### src/rtl/instr_fetch_unit.sv
// Instruction fetch stage: owns the architectural PC, fetches one 32-bit word
// at a time over a req/gnt/rvalid handshake, presents it to decode, and
// computes the next PC when decode retires the instruction.
module instr_fetch_unit #(
  parameter logic [31:0] RESET_PC  = 32'h0000_0000,
  parameter logic [31:0] NOP_INSTR = 32'h0000_0013
) (
  input  logic        clk,
  input  logic        rst_n,
  output logic        imem_req,
  output logic [31:0] imem_addr,
  input  logic        imem_gnt,
  input  logic        imem_rvalid,
  input  logic [31:0] imem_rdata,
  output logic [31:0] instr,
  output logic [31:0] instr_pc,
  output logic [31:0] pc_plus4,
  output logic        instr_valid,
  input  logic        instr_ready,
  input  logic        branch,
  input  logic        jal,
  input  logic        jalr,
  input  logic        branch_taken,
  input  logic [31:0] imm,
  input  logic [31:0] jalr_target,
  output logic        fetch_error,
  output logic [31:0] instret
);

  localparam logic [2:0] S_BOOT  = 3'd0;
  localparam logic [2:0] S_FETCH = 3'd1;
  localparam logic [2:0] S_WAIT  = 3'd2;
  localparam logic [2:0] S_ISSUE = 3'd3;
  localparam logic [2:0] S_TRAP  = 3'd4;

  logic [2:0]  state;
  logic [31:0] pc;
  logic [31:0] pc_imm;
  logic [31:0] next_pc;
  logic        retire;
  logic        misaligned;

  // Only one instruction is ever in flight, so pc equals instr_pc while in
  // ISSUE and the redirect arithmetic can use pc directly.
  assign retire     = (state == S_ISSUE) && instr_ready;
  assign pc_imm     = pc + imm;
  assign misaligned = (next_pc[1:0] != 2'b00);

  // Next-PC select: jalr beats jal beats taken branch beats fall-through.
  always_comb begin
    next_pc = pc + 32'd4;
    if (jalr)                       next_pc = {jalr_target[31:1], 1'b0};
    else if (jal)                   next_pc = pc_imm;
    else if (branch && branch_taken) next_pc = pc_imm;
  end

  // Fetch sequencing; TRAP is a sink left only through reset.
  always_ff @(posedge clk or negedge rst_n) begin
    if (!rst_n) begin
      state <= S_BOOT;
    end else begin
      case (state)
        S_BOOT:  state <= S_FETCH;
        S_FETCH: if (imem_gnt)    state <= S_WAIT;
        S_WAIT:  if (imem_rvalid) state <= S_ISSUE;
        S_ISSUE: if (retire)      state <= misaligned ? S_TRAP : S_FETCH;
        S_TRAP:  state <= S_TRAP;
        default: state <= S_BOOT;
      endcase
    end
  end

  // Architectural PC: advances only on an aligned retire.
  always_ff @(posedge clk or negedge rst_n) begin
    if (!rst_n)                   pc <= RESET_PC;
    else if (retire && !misaligned) pc <= next_pc;
  end

  // Capture the response word and the PC it was fetched from.
  always_ff @(posedge clk or negedge rst_n) begin
    if (!rst_n) begin
      instr    <= NOP_INSTR;
      instr_pc <= RESET_PC;
    end else if (state == S_WAIT && imem_rvalid) begin
      instr    <= imem_rdata;
      instr_pc <= pc;
    end
  end

  // Sticky misalignment flag and retired-instruction counter.
  always_ff @(posedge clk or negedge rst_n) begin
    if (!rst_n) begin
      fetch_error <= 1'b0;
      instret     <= 32'd0;
    end else if (retire) begin
      instret <= instret + 32'd1;
      if (misaligned) fetch_error <= 1'b1;
    end
  end

  assign imem_req    = (state == S_FETCH);
  assign imem_addr   = pc;
  assign instr_valid = (state == S_ISSUE);
  assign pc_plus4    = instr_pc + 32'd4;

endmodule

### config.mk
export PLATFORM = sky130hd
export DESIGN_NAME = instr_fetch_unit
export DESIGN_NICKNAME = d
export VERILOG_FILES = /design/src/rtl/instr_fetch_unit.sv
export SDC_FILE = /design/constraint.sdc
export NUM_CORES = 1
export LEC_CHECK = 0
export CAP_MARGIN = 5
export CORE_MARGIN = 2
export CORE_UTILIZATION = 50
export DETAILED_ROUTE_END_ITERATION = 8
export PLACE_DENSITY = 0.91
export SLEW_MARGIN = 0
export SYNTH_ARGS = -nofsm -noshare
export SYNTH_HDL_FRONTEND = slang
export SYNTH_SLANG_ARGS = --single-unit
### constraint.sdc
create_clock -name clk -period 6.5 [get_ports clk]
set_input_delay 0.975 -clock clk [delete_from_list [all_inputs] [get_ports clk]]
set_output_delay 0.975 -clock clk [all_outputs]
set_load 0.005 [all_outputs]
# Yosys cells after proc, flatten, opt, wreduce, memory -nomap -nowiden
# Cells that the tools add are included.
[op_classes]
add_sub_neg = 4
eq_ne = 7
n_mux = 8
reduce_logical = 9
[op_table]
columns = ["operator", "count"]
rows = [
  ["32-bit two-way mux", 3],
  ["32-bit by 3-bit adder with 32-bit output, second input constant", 2],
  ["32-bit by 1-bit adder with 32-bit output, second input constant", 1],
  ["32-bit adder", 1],
  ["3-bit one-hot mux with 5 select lines", 1],
  ["3-bit two-way mux", 4],
  ["3-bit by 2-bit equality test with 1-bit output, second input constant", 2],
  ["1-bit logical AND", 4],
  ["2-bit by 1-bit inequality test with 1-bit output, second input constant", 2],
  ["3-bit by 1-bit equality test with 1-bit output, second input constant", 1],
  ["3-bit equality test, second input constant", 1],
  ["3-bit zero test", 1],
  ["3-bit AND reduction", 1],
  ["2-bit inequality test, second input constant", 1],
  ["2-bit AND reduction", 1],
  ["2-bit nonzero test", 1],
  ["1-bit zero test", 1],
]
[word_totals]
register_bits = 132
inputBits = 105
wordCells = 34

# Depth between registers and ports, before layout
[logic_depth]
ltp_word = 8
ltp_mapped = 10
mapped_depth_nobuf = 10

# Worst setup path after synthesis
# Ideal clock, no wire load.
[synth_path]
path_kind = "input port to flip-flop"
startpoint = "input port imm[0]"
endpoint = "register pc[30] (netlist: imem_addr[30])"
setup_ns = 0.121
t_arrival_ns = 3.427
required_ns = 6.379
path_slack_ns = 2.952
cell_stages = 10
cell_sequence = "ha_1 > fa_1 > a21o_1 > a311o_1 > a31oi_4 > o21bai_2 > a21o_1 > a41oi_2 > mux2_1 > a22o_1"
[synth_between]
elab_chain_cells = 7
[synth_rtl]
columns = ["element", "line_no", "text"]
rows = [
  ["from (decl)", "24", "input logic [31:0] imm,"],
  ["32-bit adder *", "46", "assign pc_imm = pc + imm;"],
  ["32-bit two-way mux", "54", "else if (branch && branch_taken) next_pc = pc_imm;"],
  ["32-bit two-way mux *", "53", "else if (jal) next_pc = pc_imm;"],
  ["32-bit two-way mux *", "52", "if (jalr) next_pc = {jalr_target[31:1], 1'b0};"],
  ["2-bit nonzero test", "47", "assign misaligned = (next_pc[1:0] != 2'b00);"],
  ["1-bit zero test", "76", "else if (retire && !misaligned) pc <= next_pc;"],
  ["1-bit logical AND", "76", ""],
  ["to (signal assigned)", "76", ""],
  ["to (decl)", "37", "logic [31:0] pc;"],
]
# Every way passes the cells marked *; elsewhere a longest branch is shown, timed or not.
# A chain may end at the register's enable or synchronous reset.

# Worst setup path after layout
[layout_path]
startpoint = "register instr_pc[6]"
endpoint = "output port pc_plus4[28]"
[layout_between]
elab_chain_cells = 1
[layout_rtl]
columns = ["element", "line_no", "text"]
rows = [
  ["from (decl)", "16", "output logic [31:0] instr_pc,"],
  ["from (signal assigned)", "86", "instr_pc <= pc;"],
  ["32-bit by 3-bit adder with 32-bit output", "104", "assign pc_plus4 = instr_pc + 32'd4;"],
  ["to (decl)", "17", "output logic [31:0] pc_plus4,"],
]
# No other way between the ends.

==> flow_summary.ini <==
[yosys]
synth_largest_area_cell = dfrtp_1
synth_warnings = 0
synth_flop_cell = dfrtp_1
synth_fp_nets = 1040
synth_top_area_share_pct = 37.9
synth-seq-area-share_pct = 38.8
synth_area_leaders = dfrtp_1 38%, mux2_2 8.6%, xnor2_1 6.4%, ha_1 5.0%, nand2_1 4.0%
async_reset_ff_share_pct = 100
syn_area_per_cell_um2 = 9.48
yosysUniqueCellTypes = 77
synth_area_mm2 = 0.00853
ys_ff_latch = 132
synth_edf_count = 0
syn_inst = 900

[setup_path]
crit_chain = and3_1 -> and3_1 -> nand3_1 -> nor2_1 -> nand3_1 -> nor2_1 -> xor2_1 -> clkdlybuf4s50_1
critical-path-max-stage-delay_ns = 0.53
critPathLaunchType = register
path_max_fanout = 4
worstSetupEndpointType = output port
crit_arrival_ns = 3.16
critPathKind = register to output port
critPathSlowestCell = clkdlybuf4s50_1
required_ns = 5.52
critPathTopFamily = simple AND/OR/NAND/NOR gates
crit_buf_inv = 1

[power_and_ir_drop]
leakagePower_nw = 5.03
p_per_area_mw_per_mm2 = 433
switching_share_pct = 38.0
vdd_drop_max_v = 0.000287
clock_power_share_pct = 19.0
cellInternalPower_w = 0.00321
p_seq_share_pct = 31.1
switchingPower_w = 0.00197
fin_total_pwr_w = 0.00518
combPwrFrac_pct = 49.9

[hold_path]
hp-class = register to register

[floorplanning]
design.die.area_mm2 = 0.0181
die_w_um = 135
dieHeight_um = 135
fp.coreArea_mm2 = 0.0166
rows = 47
pin_count = 268
initial_core_util_pct = 51.2

[clock_tree]
postCtsSetupBuffers = 0
root_buffer = clkbuf_16
cts_num_sinks = 132
cts.path.max_buffers = 2
worstSkewPairLatency_ns = 0.41
cts_buffers = 17
cts_tree = yes
ctsHoldBuffers = 0
clk_pin_slew_worst_paths_ns = 0.06
ctsResizeCount = 0
h-tree-depth = 4

[timing]
fin_crit_ns = 4.14
fin_setup_tns_ns = 0
whs_ns = 0.471
rsz0062_at_grt = no
worst_slew_pin_slew_ns = 1.03
drv_slew = 0
setup_viol = 0
period_share_pct = 63.7
finalClockSkew_ns = 0.0115
final-hold-violation-count = 0
fmax_mhz = 242
slew_headroom_pct = 31.1

[layout]
ff_latch_area_mm2 = 0.00331
drive_gt1_share_pct = 10.6
areaGrowthSynthToFinish_pct = 40.2
insertedDiodeCount = 0
filler_cell_count = 1211
final_nets = 1290
utilization_pct = 71.9
multi_input_area_mm2 = 0.00499
final_cells = 1383

[place]
dp_hpwl_um = 20200
gp_congestion = 0.932
portBuffers = 266
place_inst = 1351

[grt]
grt_use_total_pct = 30.4
grt_max_degree = 81
grt_pass1_wl_um = 43300
grt_overflow = 0
antenna_found_initial = 0
first_global_vias = 8218

[run_status]
outcome = finished clean

[drt]
detail_route.first_pass.iterations = 5
drtIter0Drc = 593
antenna_left = 0
wl_um = 27700
drc = 0
wl_per_cell_um = 20.0
viasPerCell = 6.01
vias = 8307

[job]
drv_cap = 0
## Yosys cell counts (3+ instances only)
library cell / n
xnor2_1: 62
nand2_1: 90
xor2_1: 38
a221o_1: 3
a21oi_1: 55
a211oi_1: 18
nand4_1: 21
dfstp_2: 3
a21o_1: 20
mux2_2: 65
and3_1: 26
a31oi_1: 10
nor3_1: 8
buf_2: 5
dfrtp_1: 129
ha_1: 34
o22ai_1: 8
or3_1: 4
o211ai_1: 7
mux2i_1: 4
nor3b_1: 3
nand3b_1: 3
o21ai_0: 45
nand3_1: 44
nor2b_1: 4
o221ai_1: 4
clkbuf_1: 34
and2_1: 7
nor4_1: 4
nor2_1: 51
and4_1: 9
inv_1: 16
## cells in the final DEF, fill, tap and decap left out, types with 4 or more instances in the layout
master / instances
o21ai_0: 45
nor4_1: 4
dfrtp_1: 129
or3_1: 4
a21o_1: 20
a211oi_1: 18
clkinv_2: 4
nor2b_1: 4
inv_1: 16
o22ai_1: 8
and3_1: 26
clkbuf_16: 17
and4_1: 9
and2_1: 7
a21oi_1: 55
buf_4: 8
nand3_1: 44
nor2_1: 51
nand2_1: 90
nor3_1: 8
mux2i_1: 4
o211ai_1: 7
clkdlybuf4s50_1: 265
xor2_1: 38
nand4_1: 21
o221ai_1: 4
xnor2_1: 62
a31oi_1: 10
mux2_2: 65
ha_1: 34
## metal layers
layer  vias to the layer above  global-route usage (%)  part of all wire [%]
met5                         -                       0                     0
met4                         0                    12.7                   3.7
met3                        81                    9.12                   9.0
met2                       426                    51.4                    49
met1                      4008                    36.2                    38
li1                       3792                       -                     -
## area by class of cell
cell class	count	share of cell area, %
Clock inverter	9	1.06
Clock buffer	23	4.00
Timing Repair Buffer	274	22.8
Sequential cell	132	27.6
Tap cell	220	2.30
Multi-Input combinational cell	709	41.7
Inverter	16	0.502
## registers in the layout, summed over array words and instances (netlist names)
| name | count |
|---|---|
| imem_addr | 32 |
| instr | 32 |
| instr_pc | 32 |
| instret | 32 |
| state | 3 |
| fetch_error | 1 |
## cells by family after synthesis
| family | after synthesis | share of synthesized area [%] |
|---|---|---|
| multiplexers | 70 | 9.18 |
| XOR/XNOR | 100 | 10.3 |
| buffers and inverters | 59 | 2.79 |
| AO/OA/AOI/OAI | 213 | 16.5 |
| flip-flops | 132 | 38.8 |
| adder cells (fa/ha/maj) | 35 | 5.22 |
| AND/OR/NAND/NOR | 291 | 17.3 |
## path summary, 6_finish.rpt
kind                                     startpoint                   endpoint  slack (ns)  cells after the start
setup reg to reg           imem_addr[0]$_DFFE_PN0P_  imem_addr[30]$_DFFE_PN0P_        3.12                     10
hold reg to reg             fetch_error$_DFFE_PN0P_    fetch_error$_DFFE_PN0P_        0.47                      1
hold / removal              fetch_error$_DFFE_PN0P_    fetch_error$_DFFE_PN0P_        0.47                      1
min in group asynchronous                     rst_n    instret[18]$_DFFE_PN0P_        0.51                      1
setup / recovery            instr_pc[6]$_DFFE_PN0P_               pc_plus4[28]        2.36                      8
max in group asynchronous                     rst_n  imem_addr[25]$_DFFE_PN0P_        4.55                      2
## power by group through the flow
stage	clock network, W	logic, W	registers [W]
6_report	0.000984	0.00258	0.00161
2_1_floorplan	0	0.00138	0.00146
4_1_cts	0.000997	0.00257	0.00160
5_1_grt	0.00103	0.00279	0.00165
3_5_place_dp	0	0.00255	0.00161
3_3_place_gp	0	0.00248	0.00159
## per-stage QoR
step                area (µm²)  setup slack [ns]
floorplan                 8530              2.95
global placement         11400              2.28
detailed placement       11400              2.26
CTS                      12000              2.39
global route             12000              2.18
finish                   12000              2.36
Note: power is estimated with default switching activity, not from simulation.
==> edit, RTL diff (same settings) <==
Reset style: synchronous (`rst_n`), changed in 4 clocked blocks.
--- a/src/rtl/instr_fetch_unit.sv
+++ b/src/rtl/instr_fetch_unit.sv
@@ -55,7 +55,7 @@
   end
 
   // Fetch sequencing; TRAP is a sink left only through reset.
-  always_ff @(posedge clk or negedge rst_n) begin
+  always_ff @(posedge clk) begin
     if (!rst_n) begin
       state <= S_BOOT;
     end else begin
@@ -71,13 +71,13 @@
   end
 
   // Architectural PC: advances only on an aligned retire.
-  always_ff @(posedge clk or negedge rst_n) begin
+  always_ff @(posedge clk) begin
     if (!rst_n)                   pc <= RESET_PC;
     else if (retire && !misaligned) pc <= next_pc;
   end
 
   // Capture the response word and the PC it was fetched from.
-  always_ff @(posedge clk or negedge rst_n) begin
+  always_ff @(posedge clk) begin
     if (!rst_n) begin
       instr    <= NOP_INSTR;
       instr_pc <= RESET_PC;
@@ -88,7 +88,7 @@
   end
 
   // Sticky misalignment flag and retired-instruction counter.
-  always_ff @(posedge clk or negedge rst_n) begin
+  always_ff @(posedge clk) begin
     if (!rst_n) begin
       fetch_error <= 1'b0;
       instret     <= 32'd0;
Formal check against the unedited RTL: differs if rst_n is asserted again (counterexample within 4 cycles, from zero or initial values and one cycle with rst_n low); with rst_n held inactive, the same outputs for 10 cycles.
==> edit against the original RTL <==
  * Clock skew grew 0.0030 ns
  * Critical path type unchanged
  * Sequential cell count is the same
  * Setup slack lost 0.23 ns
  * Synthesized area shrank 5.3%
  * Global-route usage shrank 0.30 points
  * Count of clock-buffer cells in the layout shrank 1
  * Non-clock buffer count shrank 2
  * Largest cell class unchanged
  * Routed wire length shrank 2.5%
  * Final area shrank 4.0%
  * Cell count grew 12%
Power is not compared: it rests on default switching activity, and its combinational part moved more than twofold at a synthesized area within 25%.
==> edit: results (changes against the original RTL) <==
<table>
<tr><th>Metric</th><th>Value</th></tr>
<tr><th colspan="2">Status</th></tr>
<tr><td>Result of the run</td><td>finished clean (unchanged)</td></tr>
<tr><th colspan="2">Logic synthesis</th></tr>
<tr><td>Most frequent cells after synthesis</td><td>nand2_1, a21oi_1, dfxtp_1 (was dfrtp_1, nand2_1, mux2_2)</td></tr>
<tr><td>Proportion of register bits with asynchronous set or reset after synthesis</td><td>0% (was 100%)</td></tr>
<tr><td>Mapped Cells</td><td>1081 (was 900)</td></tr>
<tr><td>Cell types occupying the most area after synthesis</td><td>dfxtp_1, nand2_1, a21oi_1, ha_1, xor2_1 (was dfrtp_1, mux2_2, xnor2_1, ha_1, nand2_1)</td></tr>
<tr><th colspan="2">Route</th></tr>
<tr><td>Routed length on met2</td><td>13200 um (was 13500 um)</td></tr>
<tr><td>Met1 WL</td><td>10500 um (was 10600 um)</td></tr>
<tr><td>Number of DRC markers after the initial detailed-route iteration</td><td>917 (was 593)</td></tr>
<tr><td>Detail-routed via count per cell</td><td>5.80 (was 6.01)</td></tr>
<tr><td>Length of routed met3 wiring</td><td>2720 um (was 2490 um)</td></tr>
<tr><th colspan="2">Finish</th></tr>
<tr><td>Proportion of cell area occupied by multi-input gates</td><td>44.9% (was 41.7%)</td></tr>
<tr><td>Non-clock inverter count in the final layout</td><td>18 (was 16)</td></tr>
<tr><td># fillers</td><td>1235 (was 1211)</td></tr>
<tr><td>Share of final-layout standard cells stronger than drive strength 1</td><td>3.77% (was 10.6%)</td></tr>
<tr><td>Multi-input gates</td><td>874 (was 709)</td></tr>
<tr><th colspan="2">Critical path</th></tr>
<tr><td>Maximum fanout count along the critical path</td><td>7 (was 4)</td></tr>
<tr><td>CP Capture Point</td><td>pc_plus4[31] (was pc_plus4[28])</td></tr>
<tr><td>Launch point of the worst reg-to-reg path</td><td>imem_addr[0]$_SDFFE_PN0P_ (was imem_addr[0]$_DFFE_PN0P_)</td></tr>
<tr><td>Reg2Reg Capture Point</td><td>imem_addr[23]$_SDFFE_PN0P_ (was imem_addr[30]$_DFFE_PN0P_)</td></tr>
<tr><td>Reg2Reg Setup Slack</td><td>3.02 ns (was 3.12 ns)</td></tr>
<tr><th colspan="2">Global routing</th></tr>
<tr><td>GR met3 Demand/Resource</td><td>5.03% (was 9.12%)</td></tr>
<tr><td>Largest net degree at the start of global routing</td><td>103 (was 81)</td></tr>
<tr><td>Total GRT Usage</td><td>30.1% (was 30.4%)</td></tr>
<tr><td>Met1 global-route usage</td><td>38.0% (was 36.2%)</td></tr>
<tr><th colspan="2">Place</th></tr>
<tr><td>Routability congestion estimate from global placement</td><td>0.934 (was 0.932)</td></tr>
<tr><th colspan="2">Min path</th></tr>
<tr><td>Number of cells on the worst hold path</td><td>2 (was 1)</td></tr>
<tr><td>Hold path startpoint</td><td>instr[29]$_SDFFE_PN0P_ (was fetch_error$_DFFE_PN0P_)</td></tr>
<tr><th colspan="2">Timing</th></tr>
<tr><td>Max_slew headroom</td><td>27.3% (was 31.1%)</td></tr>
</table>
==> edit: changes by cell type in the layout (fill, tap and decap cells not counted), moves of 13 or more <==
cell / change
a21oi_1: +96
dfrtp_1: -129
dfxtp_1: +132
mux2_2: -65
nand2_1: +117
nor2_1: +31
or3_1: +13
xnor2_1: -17
==> edit: through the flow <==
stage | power [W] | cell area (um^2) | hold WS [ns]
finish | 0.00210 | 11500 | 0.454
global route | 0.00216 | 11500 | 0.472
CTS | 0.00211 | 11500 | 0.455
detailed placement | 0.00107 | 10800 | 0.446
global placement | 0.00107 | 10800 | 0.441
floorplan | 0.000952 | 8080 | 0.453
==> edit: kinds of logic after synthesis <==
logic type	after synthesis	share of synthesized area [%]
AOI/OAI and AO/OA	292	21.6
muxes	2	0.248
adders and majority gates	35	5.52
and+or+nand+nor	454	26.2
DFF	132	32.7
buffers and inverters	75	3.83
xor gates and xnor gates	91	9.87
==> edit: power breakdown <==
group	internal [W]	switching [W]
clock	0.000698	0.000346
combinational	0.000114	0.000112
sequential	0.000818	0.0000122
